$ cat config.mk
export PLATFORM = sky130hd
export DESIGN_NAME = change_dispenser
export DESIGN_NICKNAME = d
export VERILOG_FILES = /design/src/rtl/change_dispenser.sv
export SDC_FILE = /design/constraint.sdc
export NUM_CORES = 1
export LEC_CHECK = 0
export CORE_UTILIZATION = 30
export CTS_CLUSTER_DIAMETER = 50
export DETAILED_ROUTE_END_ITERATION = 8
export PLACE_DENSITY = 0.56
export SETUP_SLACK_MARGIN = 0.05
export SYNTH_ARGS = -nofsm -noshare
export SYNTH_HDL_FRONTEND = slang
export SYNTH_SLANG_ARGS = --single-unit
$ cat constraint.sdc
create_clock -name clk -period 2.8 [get_ports clk]
set_clock_uncertainty 0.2 [all_clocks]
set_input_delay 0.56 -clock clk [delete_from_list [all_inputs] [get_ports clk]]
set_output_delay 0.56 -clock clk [all_outputs]
set_load 0.03 [all_outputs]
$ cat src/rtl/change_dispenser.sv
// Change payout controller: greedy coin selection over four hoppers, one solenoid pulse per coin.
// Define CHANGE_AUDIT_EN to build the audit_total accumulator of value paid out.
module change_dispenser #(
  parameter int          PULSE_CYCLES = 4,
  parameter int          GAP_CYCLES   = 2,
  parameter logic [10:0] DENOM0       = 11'd10,
  parameter logic [10:0] DENOM1       = 11'd5,
  parameter logic [10:0] DENOM2       = 11'd2,
  parameter logic [10:0] DENOM3       = 11'd1
) (
  input  logic        clk,
  input  logic        rst_n,
  input  logic        change_valid,
  input  logic [10:0] change_amount,
  output logic        change_ready,
  input  logic        refill_en,
  input  logic [1:0]  refill_sel,
  input  logic [3:0]  refill_qty,
  output logic        coin_eject,
  output logic [1:0]  coin_sel,
  output logic        done,
  output logic [10:0] shortfall,
  output logic        redlight,
  output logic [31:0] hopper_count,
  output logic [15:0] audit_total
);

  typedef enum logic [2:0] {IDLE, SELECT, EJECT, GAP, FINISH} state_t;

  state_t      state;
  logic [10:0] remaining;
  logic [7:0]  timer;
  logic [7:0]  count      [4];
  logic [7:0]  count_next [4];
  logic        pick_found;
  logic [1:0]  pick_idx;
  logic        eject_done;

  function automatic logic [10:0] denom_of(input logic [1:0] idx);
    case (idx)
      2'd0:    return DENOM0;
      2'd1:    return DENOM1;
      2'd2:    return DENOM2;
      default: return DENOM3;
    endcase
  endfunction

  assign eject_done = (state == EJECT) && (timer == 8'(PULSE_CYCLES - 1));

  // Scanning from the smallest coin upward leaves the largest usable hopper as the pick.
  always_comb begin
    pick_found = 1'b0;
    pick_idx   = 2'd0;
    for (int i = 3; i >= 0; i--) begin
      if ((denom_of(2'(i)) <= remaining) && (count[i] != 8'd0)) begin
        pick_found = 1'b1;
        pick_idx   = 2'(i);
      end
    end
  end

  // Refill and eject may hit the same hopper together; the sum saturates only after both apply.
  always_comb begin
    for (int i = 0; i < 4; i++) begin
      logic [9:0] sum;
      sum = {2'b00, count[i]};
      if (refill_en && (refill_sel == 2'(i)))
        sum = sum + {6'd0, refill_qty};
      if (eject_done && (coin_sel == 2'(i)))
        sum = sum - 10'd1;
      count_next[i] = (sum > 10'd255) ? 8'd255 : sum[7:0];
    end
  end

  always_ff @(posedge clk or negedge rst_n) begin
    if (!rst_n) begin
      for (int i = 0; i < 4; i++) count[i] <= 8'd0;
    end else begin
      for (int i = 0; i < 4; i++) count[i] <= count_next[i];
    end
  end

  assign hopper_count = {count[3], count[2], count[1], count[0]};

  always_ff @(posedge clk or negedge rst_n) begin
    if (!rst_n) begin
      state        <= IDLE;
      change_ready <= 1'b1;
      coin_eject   <= 1'b0;
      coin_sel     <= 2'd0;
      done         <= 1'b0;
      shortfall    <= 11'd0;
      redlight     <= 1'b0;
      remaining    <= 11'd0;
      timer        <= 8'd0;
    end else begin
      done <= 1'b0;
      case (state)
        IDLE: begin
          if (change_valid) begin
            remaining    <= change_amount;
            redlight     <= 1'b0;
            shortfall    <= 11'd0;
            change_ready <= 1'b0;
            if (change_amount == 11'd0) begin
              state <= FINISH;
              done  <= 1'b1;
            end else begin
              state <= SELECT;
            end
          end
        end
        SELECT: begin
          if (pick_found) begin
            coin_sel   <= pick_idx;
            coin_eject <= 1'b1;
            timer      <= 8'd0;
            state      <= EJECT;
          end else begin
            if (remaining != 11'd0) begin
              shortfall <= remaining;
              redlight  <= 1'b1;
            end
            done  <= 1'b1;
            state <= FINISH;
          end
        end
        EJECT: begin
          if (eject_done) begin
            coin_eject <= 1'b0;
            remaining  <= remaining - denom_of(coin_sel);
            timer      <= 8'd0;
            state      <= GAP;
          end else begin
            timer <= timer + 8'd1;
          end
        end
        GAP: begin
          if (timer == 8'(GAP_CYCLES - 1)) begin
            timer <= 8'd0;
            state <= SELECT;
          end else begin
            timer <= timer + 8'd1;
          end
        end
        FINISH: begin
          change_ready <= 1'b1;
          state        <= IDLE;
        end
        default: state <= IDLE;
      endcase
    end
  end

`ifdef CHANGE_AUDIT_EN
  always_ff @(posedge clk or negedge rst_n) begin
    if (!rst_n)
      audit_total <= 16'd0;
    else if (eject_done)
      audit_total <= audit_total + {5'd0, denom_of(coin_sel)};
  end
`else
  assign audit_total = 16'd0;
`endif

endmodule

==> reports/qor.csv <==
metric;value;unit
syn_area;5650;sq um
io_buffers;69;
antenna_found_initial;0;
vias;5516;
critPathKind;input port to flop;
cts_tree;done;
core_area;18200;sq um
min_path_type;input port to asynchronous set/reset pin;
dp.final_hpwl;12.0;mm
die_x;139;microns
critPathMaxStageDelay;0.42;ns
clock-sinks;71;
vias_per_cell;4.97;
routedWlPerCell;14.4;microns
synth-seq-area-share;31.5;%
reg2reg_to;hopper_count[21];
required;2.82;ns
syn_area_per_cell;8.47;sq um
drive_gt1_share;30.3;%
rrSetupSlack;0.15;ns
timing.final.crit_share;97.7;%
setup_viol;0;
gp_congestion;0.858;
crit_family;buffers and inverters;
reg2reg_depth;9;
grt_pass1_wl;25.5;mm
io-pin-count;86;
r2r_start;hopper_count[16];
antennaDiodeCount;0;
slew_headroom;64.4;%
grt_max_degree;40;
firstDrtPassIters;9;
clk-insertion-delay-late;0.34;ns
htree_levels;3;
cts_made_buffers;9;
fmax;366;MHz
failed_checks;design-rule violations, negative hold slack;
cp_common_cell;buf_6;
worstMarginPinSlew;0.530;ns
synth_warnings;0;
netlist_instances;667;
slowest_stage;clkdlybuf4s50_1;
crit_path_end_kind;flop;
finalMaxSlewViolations;0;
p_total;8.53;mW
cp_cell_sequence;clkdlybuf4s50_1 > buf_6 > ha_4 > o21ai_0 > nor2_2 > buf_6 > o211ai_1 > buf_4 > o2bb2ai_2 > and2_4 > nor4bb_2 > nor3_1;
synth_flop_cell;dfrtp_1;
crit_fanout;5;
synth-seq-cells;71;
power.leakage;3.58;nW
synth.distinct_cells;77;
wl;16.0;mm
cts_buffer_depth;2;
status;complete, but fails checks;
period_needed;2.74;ns
timing.hold.ws;-0.000262;ns
root_buffer;clkbuf_16;
ir_drop;0.000438;V
synth_edf_count;0;
drcViolationCount;5;
drt-initial-drc-count;215;
ant_nets;0;
first_global_vias;5187;
die_y;139;microns
critPathArrivalTime;2.75;ns
drv_cap;0;
die_area;19400;sq um
ys_async_sr_fraction;100;%
grt_setup_unrepaired;true;
initial_core_util;31.0;%
power.density;1030;nW/um^2
hold_viol;1;
nets;927;
finalSetupTns;0;ns
cp.buffers_inverters;4;
grt.overflow.total;0;
area_growth_syn_to_layout;46.7;%
cp-start-kind;input port;
path_clk_slew;0.06;ns
grt_usage;16.5;%
rows;49;
==> cells in the final DEF, fill, tap and decap left out, types with 6 or more instances in the layout <==
| master | n |
|---|---|
| o21ai_0 | 27 |
| o21ai_1 | 14 |
| clkdlybuf4s50_1 | 63 |
| mux2i_1 | 12 |
| and3_1 | 12 |
| nor4_1 | 6 |
| conb_1 | 16 |
| nor3_1 | 23 |
| nand4_1 | 6 |
| buf_4 | 145 |
| ha_1 | 18 |
| dfrtp_1 | 67 |
| a21oi_2 | 6 |
| nand3_1 | 50 |
| a31oi_1 | 11 |
| nor2_1 | 55 |
| nand2_1 | 69 |
| a21o_1 | 7 |
| ha_4 | 6 |
| inv_1 | 25 |
| clkbuf_16 | 9 |
| xor2_1 | 14 |
| a21oi_1 | 29 |
| o22a_1 | 6 |
| xnor2_1 | 21 |
==> layer usage <==
layer	track usage, %	vias up	share of wire [%]
met4	5.96	0	1.6
met2	27.3	109	48
met5	0	-	0
met3	2.00	16	3.0
met1	22.0	2583	48
li1	-	2808	-
==> how the worst max path moves through the flow <==
stage	cells past startpoint	slack (ns)	end	startpoint
6_report	12	0.06	hopper_count[21]	refill_qty[3]
5_1_grt	12	-0.009	hopper_count[21]	refill_qty[3]
4_1_cts	11	0.03	hopper_count[19]	refill_qty[3]
3_5_place_dp	10	-0.74	hopper_count[15]	refill_qty[0]
3_3_place_gp	10	-0.69	hopper_count[15]	refill_qty[0]
2_1_floorplan	10	0.04	remaining[9]	coin_sel[1]
==> kinds of logic after synthesis <==
| kind of cell | share of synthesized area [%] |
|---|---|
| simple gates | 26.7 |
| compound gates | 18.1 |
| flops | 31.5 |
| buf+inv | 5.87 |
| xor+xnor | 6.20 |
| fa+ha+maj | 7.53 |
| mux | 4.07 |
| other cells | 0.0664 |
==> metrics by stage <==
stage          worst slack [ns]  utilization (%)  cell area (sq um)  std cells
3_5_place_dp             -0.737             41.1               7480       1076
4_1_cts                  0.0322             43.2               7870       1097
6_report                 0.0644             45.5               8290       1109
5_1_grt                -0.00864             45.5               8290       1109
3_3_place_gp             -0.686             41.1               7480       1076
2_1_floorplan            0.0414                -               5740        682
==> sequential cells by signal, indices dropped and copies added, names as in the netlist <==
register	cells
change_ready	1
redlight	1
coin_sel	2
shortfall	11
state	3
coin_eject	1
timer	8
done	1
hopper_count	32
remaining	11
==> power breakdown <==
group	leakage (nW)	total, mW	switching [mW]	internal [mW]
Combinational	2.55	5.54	2.88	2.66
Sequential	0.890	1.89	0.487	1.41
Clock	0.136	1.10	0.450	0.646
==> layout make-up <==
type | count | area (sq um)
Fill cell | 1801 | 9920
Multi-Input combinational cell | 550 | 4020
Clock inverter | 3 | 17.5
Inverter | 25 | 93.8
Timing Repair Buffer | 218 | 1830
Tap cell | 229 | 287
Clock buffer | 13 | 260
Sequential cell | 71 | 1780
==> synth_stat cells, types with 13 or more instances <==
cell	count	area, sq um
buf_4	20	150
a31oi_1	13	81.3
xnor2_1	23	201
and3_1	13	81.3
dfrtp_1	70	1750
nand3_1	54	270
nor2_1	58	218
mux2i_1	14	140
inv_1	25	93.8
nand2_1	71	267
a21oi_1	37	185
ha_1	26	325
o21ai_0	33	165
nor3_1	27	135
xor2_1	17	149
==> what timing repair did <==
item                       4_1_cts  5_1_grt
pin swaps                        8       25
buffers inserted                 5       12
hold endpoints to repair         0        0
hold buffers                     0        0
gates resized for setup         28       71
setup endpoints to repair       32       43
Power figures use the tool's default switching activity.
==> RTL edit 1 (config.mk and constraints unchanged) <==
Encoding of `state_t`: now one-hot (5 bits for 5 states).
--- a/src/rtl/change_dispenser.sv
+++ b/src/rtl/change_dispenser.sv
@@ -26,5 +26,5 @@
 );
 
-  typedef enum logic [2:0] {IDLE, SELECT, EJECT, GAP, FINISH} state_t;
+  typedef enum logic [4:0] {IDLE = 5'b00001, SELECT = 5'b00010, EJECT = 5'b00100, GAP = 5'b01000, FINISH = 5'b10000} state_t;
 
   state_t      state;
Function: same outputs for any inputs over 4 cycles, from zero or initial values and one cycle with rst_n low; so few cycles prove little.
==> RTL edit 1 against the original RTL <==
- the run ends with negative hold slack, negative setup slack left
- area after synthesis is 2.9% higher
- setup slack worse by 110 ps
- sequential cell count grew 2
- routed wire length up 9.5%
- sequential power is 5% lower
- critical endpoint is now hopper_count[11]
- final area rose by 7.4%
- synthesized cell count is 4.0% higher
- power decreased by 11%
==> RTL edit 1: results (changes against the original RTL) <==
Status
  – Status: finished, violations left
  – Failing checks: negative hold slack, negative setup slack

Setup path
  – CP max FO: 4 (-1)
  – Capture point of the worst reg-to-reg path: hopper_count[11]
  – Crit-path max cell delay: 600 ps (+180 ps)
  – R2R Path Start: timer[4]
  – Max stage delay cell, worst path: or4_4
  – CP top delay family: simple AND/OR/NAND/NOR gates

Yosys
  – Multiplexer area fraction after synthesis: 3.36% (-0.72 points)
  – Area contributors post-synth: dfrtp_1, ha_1, nand2_1
  – XOR/XNOR Fraction of Synth Area: 5.73% (-0.47 points)
  – Netlist cell types: 79 (+2.6%)
  – Synthesized area per cell: 8.38 um2 (-1.1%)
  – Sequential-to-total area share from yosys stat: 31.5% (about the same)

Layout
  – Multi-input logic portion of the cell area: 47.8% (-0.65 points)
  – Signal buffers: 257 (+18%)
  – Layout non-clock buf frac: 24.2% (+2.1 points)
  – Final cell count without fillers: 1203 (+8.5%)
  – Fillers: 1827 (+1.4%)
  – Nets: 990 (+6.8%)
  – Post-layout util: 47.2% (+1.7 points)
  – Share of post-route cells with drive strength above 1: 33.3% (+3.0 points)

Global routing
  – Grt met1 use: 24.0% (+1.9 points)
  – Vias in the first global route: 5785 (+12%)
  – Overall global routing resource usage: 18.0% (+1.5 points)

Floorplanning
  – Die ar.: 19900 um2 (+2.8%)

Pwr
  – Maximum VDD drop: 0.437 mV (-0.12%)
  – Sw frac: 44.5% (-0.22 points)
  – Combinational gate power: 0.00467 W (-16%)
  – Sw Pwr: 0.00337 W (-12%)

Route
  – Wl on met1: 8.25 mm (+8.2%)
  – Pre-antenna DRT Iters: 4 (-5)
  – Final wirelength: 17.5 mm (+9.5%)
  – Met2 WL: 8.45 mm (+10%)
  – Vias per cell: 5.02 (+0.93%)

Timing
  – Final count of hold timing violations: 3 (+2)
  – Final worst slack: -41.2 ps (-106 ps)
  – Hold slack: -12.1 ps (-11.8 ps)
  – Max transition margin: 57.3% (-7.1 points)
  – Final count of negative-setup-slack endpoints: 3 (+3)

Clock tree
  – Clock sinks: 73 (+2.8%)

Place
  – Post-Place Worst Slack: -822 ps (-85.1 ps)
-- RTL edit 1: cell types whose count changed after synthesis, sizes merged, moves of 7 or more --
| cell | delta |
|---|---|
| nand3 | -17 |
| o31ai | +7 |
| o21ai | +7 |
| buf | -8 |
| a22o | +11 |
| a21oi | +8 |
| clkbuf | +11 |
| inv | -10 |
| nor2 | +7 |
-- RTL edit 1: worst max-delay path by stage --
| stage | startpoint | endpoint | slack [ps] | cells past startpoint |
|---|---|---|---|---|
| global placement | refill_qty[0] | hopper_count[3] | -820 | 10 |
| global route | timer[1] | hopper_count[11] | -130 | 8 |
| CTS | hopper_count[8] | hopper_count[11] | -90 | 10 |
| floorplan | timer[0] | hopper_count[11] | -110 | 9 |
| detailed placement | refill_qty[0] | hopper_count[3] | -820 | 10 |
| finish | timer[4] | hopper_count[11] | -40 | 7 |
-- RTL edit 1: repair_timing --
action                     CTS  global route
setup endpoints to repair   32            34
setup buffers               13             7
gates resized for setup     78            39
pin swaps                   37            29
==> RTL edit 2 (same settings) <==
Without the edit above. Add a define of `CHANGE_AUDIT_EN`.
--- a/src/rtl/change_dispenser.sv
+++ b/src/rtl/change_dispenser.sv
@@ -1,4 +1,6 @@
 // Change payout controller: greedy coin selection over four hoppers, one solenoid pulse per coin.
 // Define CHANGE_AUDIT_EN to build the audit_total accumulator of value paid out.
+`define CHANGE_AUDIT_EN
+
 module change_dispenser #(
   parameter int          PULSE_CYCLES = 4,
Check against the original RTL: not equivalent (a bounded check fails within 10 cycles, from zero or initial values and one cycle with rst_n low).
==> RTL edit 2 against the original RTL <==
- the flow finishes with violations (negative setup slack)
- synthesized cell count grew 1.5%
- fmax shrank 7.5%
- area after synthesis grew 8.6%
- final area grew 10%
- power grew 8.6%
- routed wire length grew 9.2%
- sequential cell count grew 16
- setup slack lost 220 ps
- clock power grew 9%
- sequential share of layout area grew 2.5 points
- count of clock-buffer cells in the layout shrank 4
- critical path type is now reg -> reg
- critical endpoint is now hopper_count[13]
- largest cell class unchanged
==> RTL edit 2: results (changes against the original RTL) <==
Yosys
  – Synthesized area per cell: 9.07 um2 (+7.0%)
  – Commonest cells post-synth: dfrtp_1, nand2_1, nor2_1, xnor2_1, o21ai_0
  – Register bit total from synthesis: 87 (+23%)
  – Post-synthesis compound-gate area fraction: 19.4% (+1.4 points)
  – Post-synthesis adder-cell area fraction: 8.07% (+0.54 points)
  – Post-synthesis cell count: 677 (+1.5%)
  – Sequential-to-total area share from yosys stat: 35.5% (+4.0 points)
  – Netlist cell types: 75 (-2.6%)
  – XOR/XNOR Fraction of Synth Area: 8.42% (+2.2 points)
  – Area contributors post-synth: dfrtp_1, ha_1, xnor2_1
  – Multiplexer area fraction after synthesis: 3.53% (-0.55 points)

Layout
  – Non-clock inverter total of the final layout: 18 (-28%)
  – Multi-input logic area: 4280 um2 (+6.5%)
  – Comb_multi_in: 555 (+0.91%)
  – Layout non-clock buf frac: 21.6% (-0.52 points)
  – Share of post-route cells with drive strength above 1: 28.3% (-2.1 points)
  – ClkCell Share: 3.14% (-0.21 points)
  – Nets: 954 (+2.9%)
  – Fillers: 1908 (+5.9%)
  – Final cell count without fillers: 1167 (+5.2%)
  – Signal buffers: 226 (+3.7%)
  – Sequential cell area share: 24.0% (+2.5 points)

Status
  – Status: finished, violations left
  – Failing checks: negative setup slack

Place
  – HPWL Detailed: 13.2 mm (+9.9%)
  – Post-Place Worst Slack: -888 ps (-151 ps)
  – Placed Instances: 1143 (+6.2%)

Timing
  – Final worst slack: -158 ps (-222 ps)
  – Max transition margin: 57.5% (-6.9 points)
  – Final setup TNS: -1030 ps (-1030 ps)
  – Final count of negative-setup-slack endpoints: 7 (+7)

Global routing
  – Met3 Usage GRT: 2.83% (+0.83 points)
  – GR Layer Usage met2: 27.3% (-0.040 points)
  – Vias in the first global route: 5699 (+9.9%)
  – Largest net degree at the start of global routing: 33 (-18%)
  – Grt met1 use: 22.9% (+0.92 points)

Setup path
  – R2R Path Start: hopper_count[8]
  – Crit-path max cell delay: 510 ps (+90 ps)
  – Capture point of the worst reg-to-reg path: hopper_count[13]
  – CP top delay family: compound AO/OA/AOI/OAI gates
  – CP max FO: 6 (+1)

Route
  – Final wirelength: 17.5 mm (+9.2%)
  – Routed met3 length: 566 um (+17%)
  – Via count: 5860 (+6.2%)
  – Met2 WL: 8.33 mm (+8.9%)
  – Wl on met1: 8.43 mm (+11%)

Pwr
  – Leak: 3.98 nW (+11%)
  – PD cells: 1020 nW/um2 (-1.2%)
  – Clk pwr: 0.00120 W (+9%)

Clock tree
  – Resize count post-CTS: 41 (+46%)
  – Post-CTS Setup Bufs: 1 (-4)

Hold path
  – Min-Delay Path Class: reg -> reg
==> RTL edit 2: cell count changes after synthesis, moves of 11 or more <==
| cell | before | now |
|---|---|---|
| nand3_1 | 54 | 22 |
| buf_4 | 20 | 0 |
| dfrtp_1 | 70 | 86 |
| xnor2_1 | 23 | 39 |
| a22o_1 | 1 | 13 |
| nor3_1 | 27 | 16 |
==> RTL edit 2: how the worst max path moves through the flow <==
stage | startpoint | end | slack [ps] | depth (start not counted)
after floorplan | refill_qty[0] | hopper_count[13] | -260 | 9
after global placement | refill_qty[0] | hopper_count[13] | -870 | 10
after detailed placement | refill_qty[0] | hopper_count[13] | -890 | 10
after CTS | hopper_count[8] | hopper_count[13] | -210 | 9
after global routing | hopper_count[8] | hopper_count[13] | -280 | 10
final | hopper_count[8] | hopper_count[13] | -160 | 9
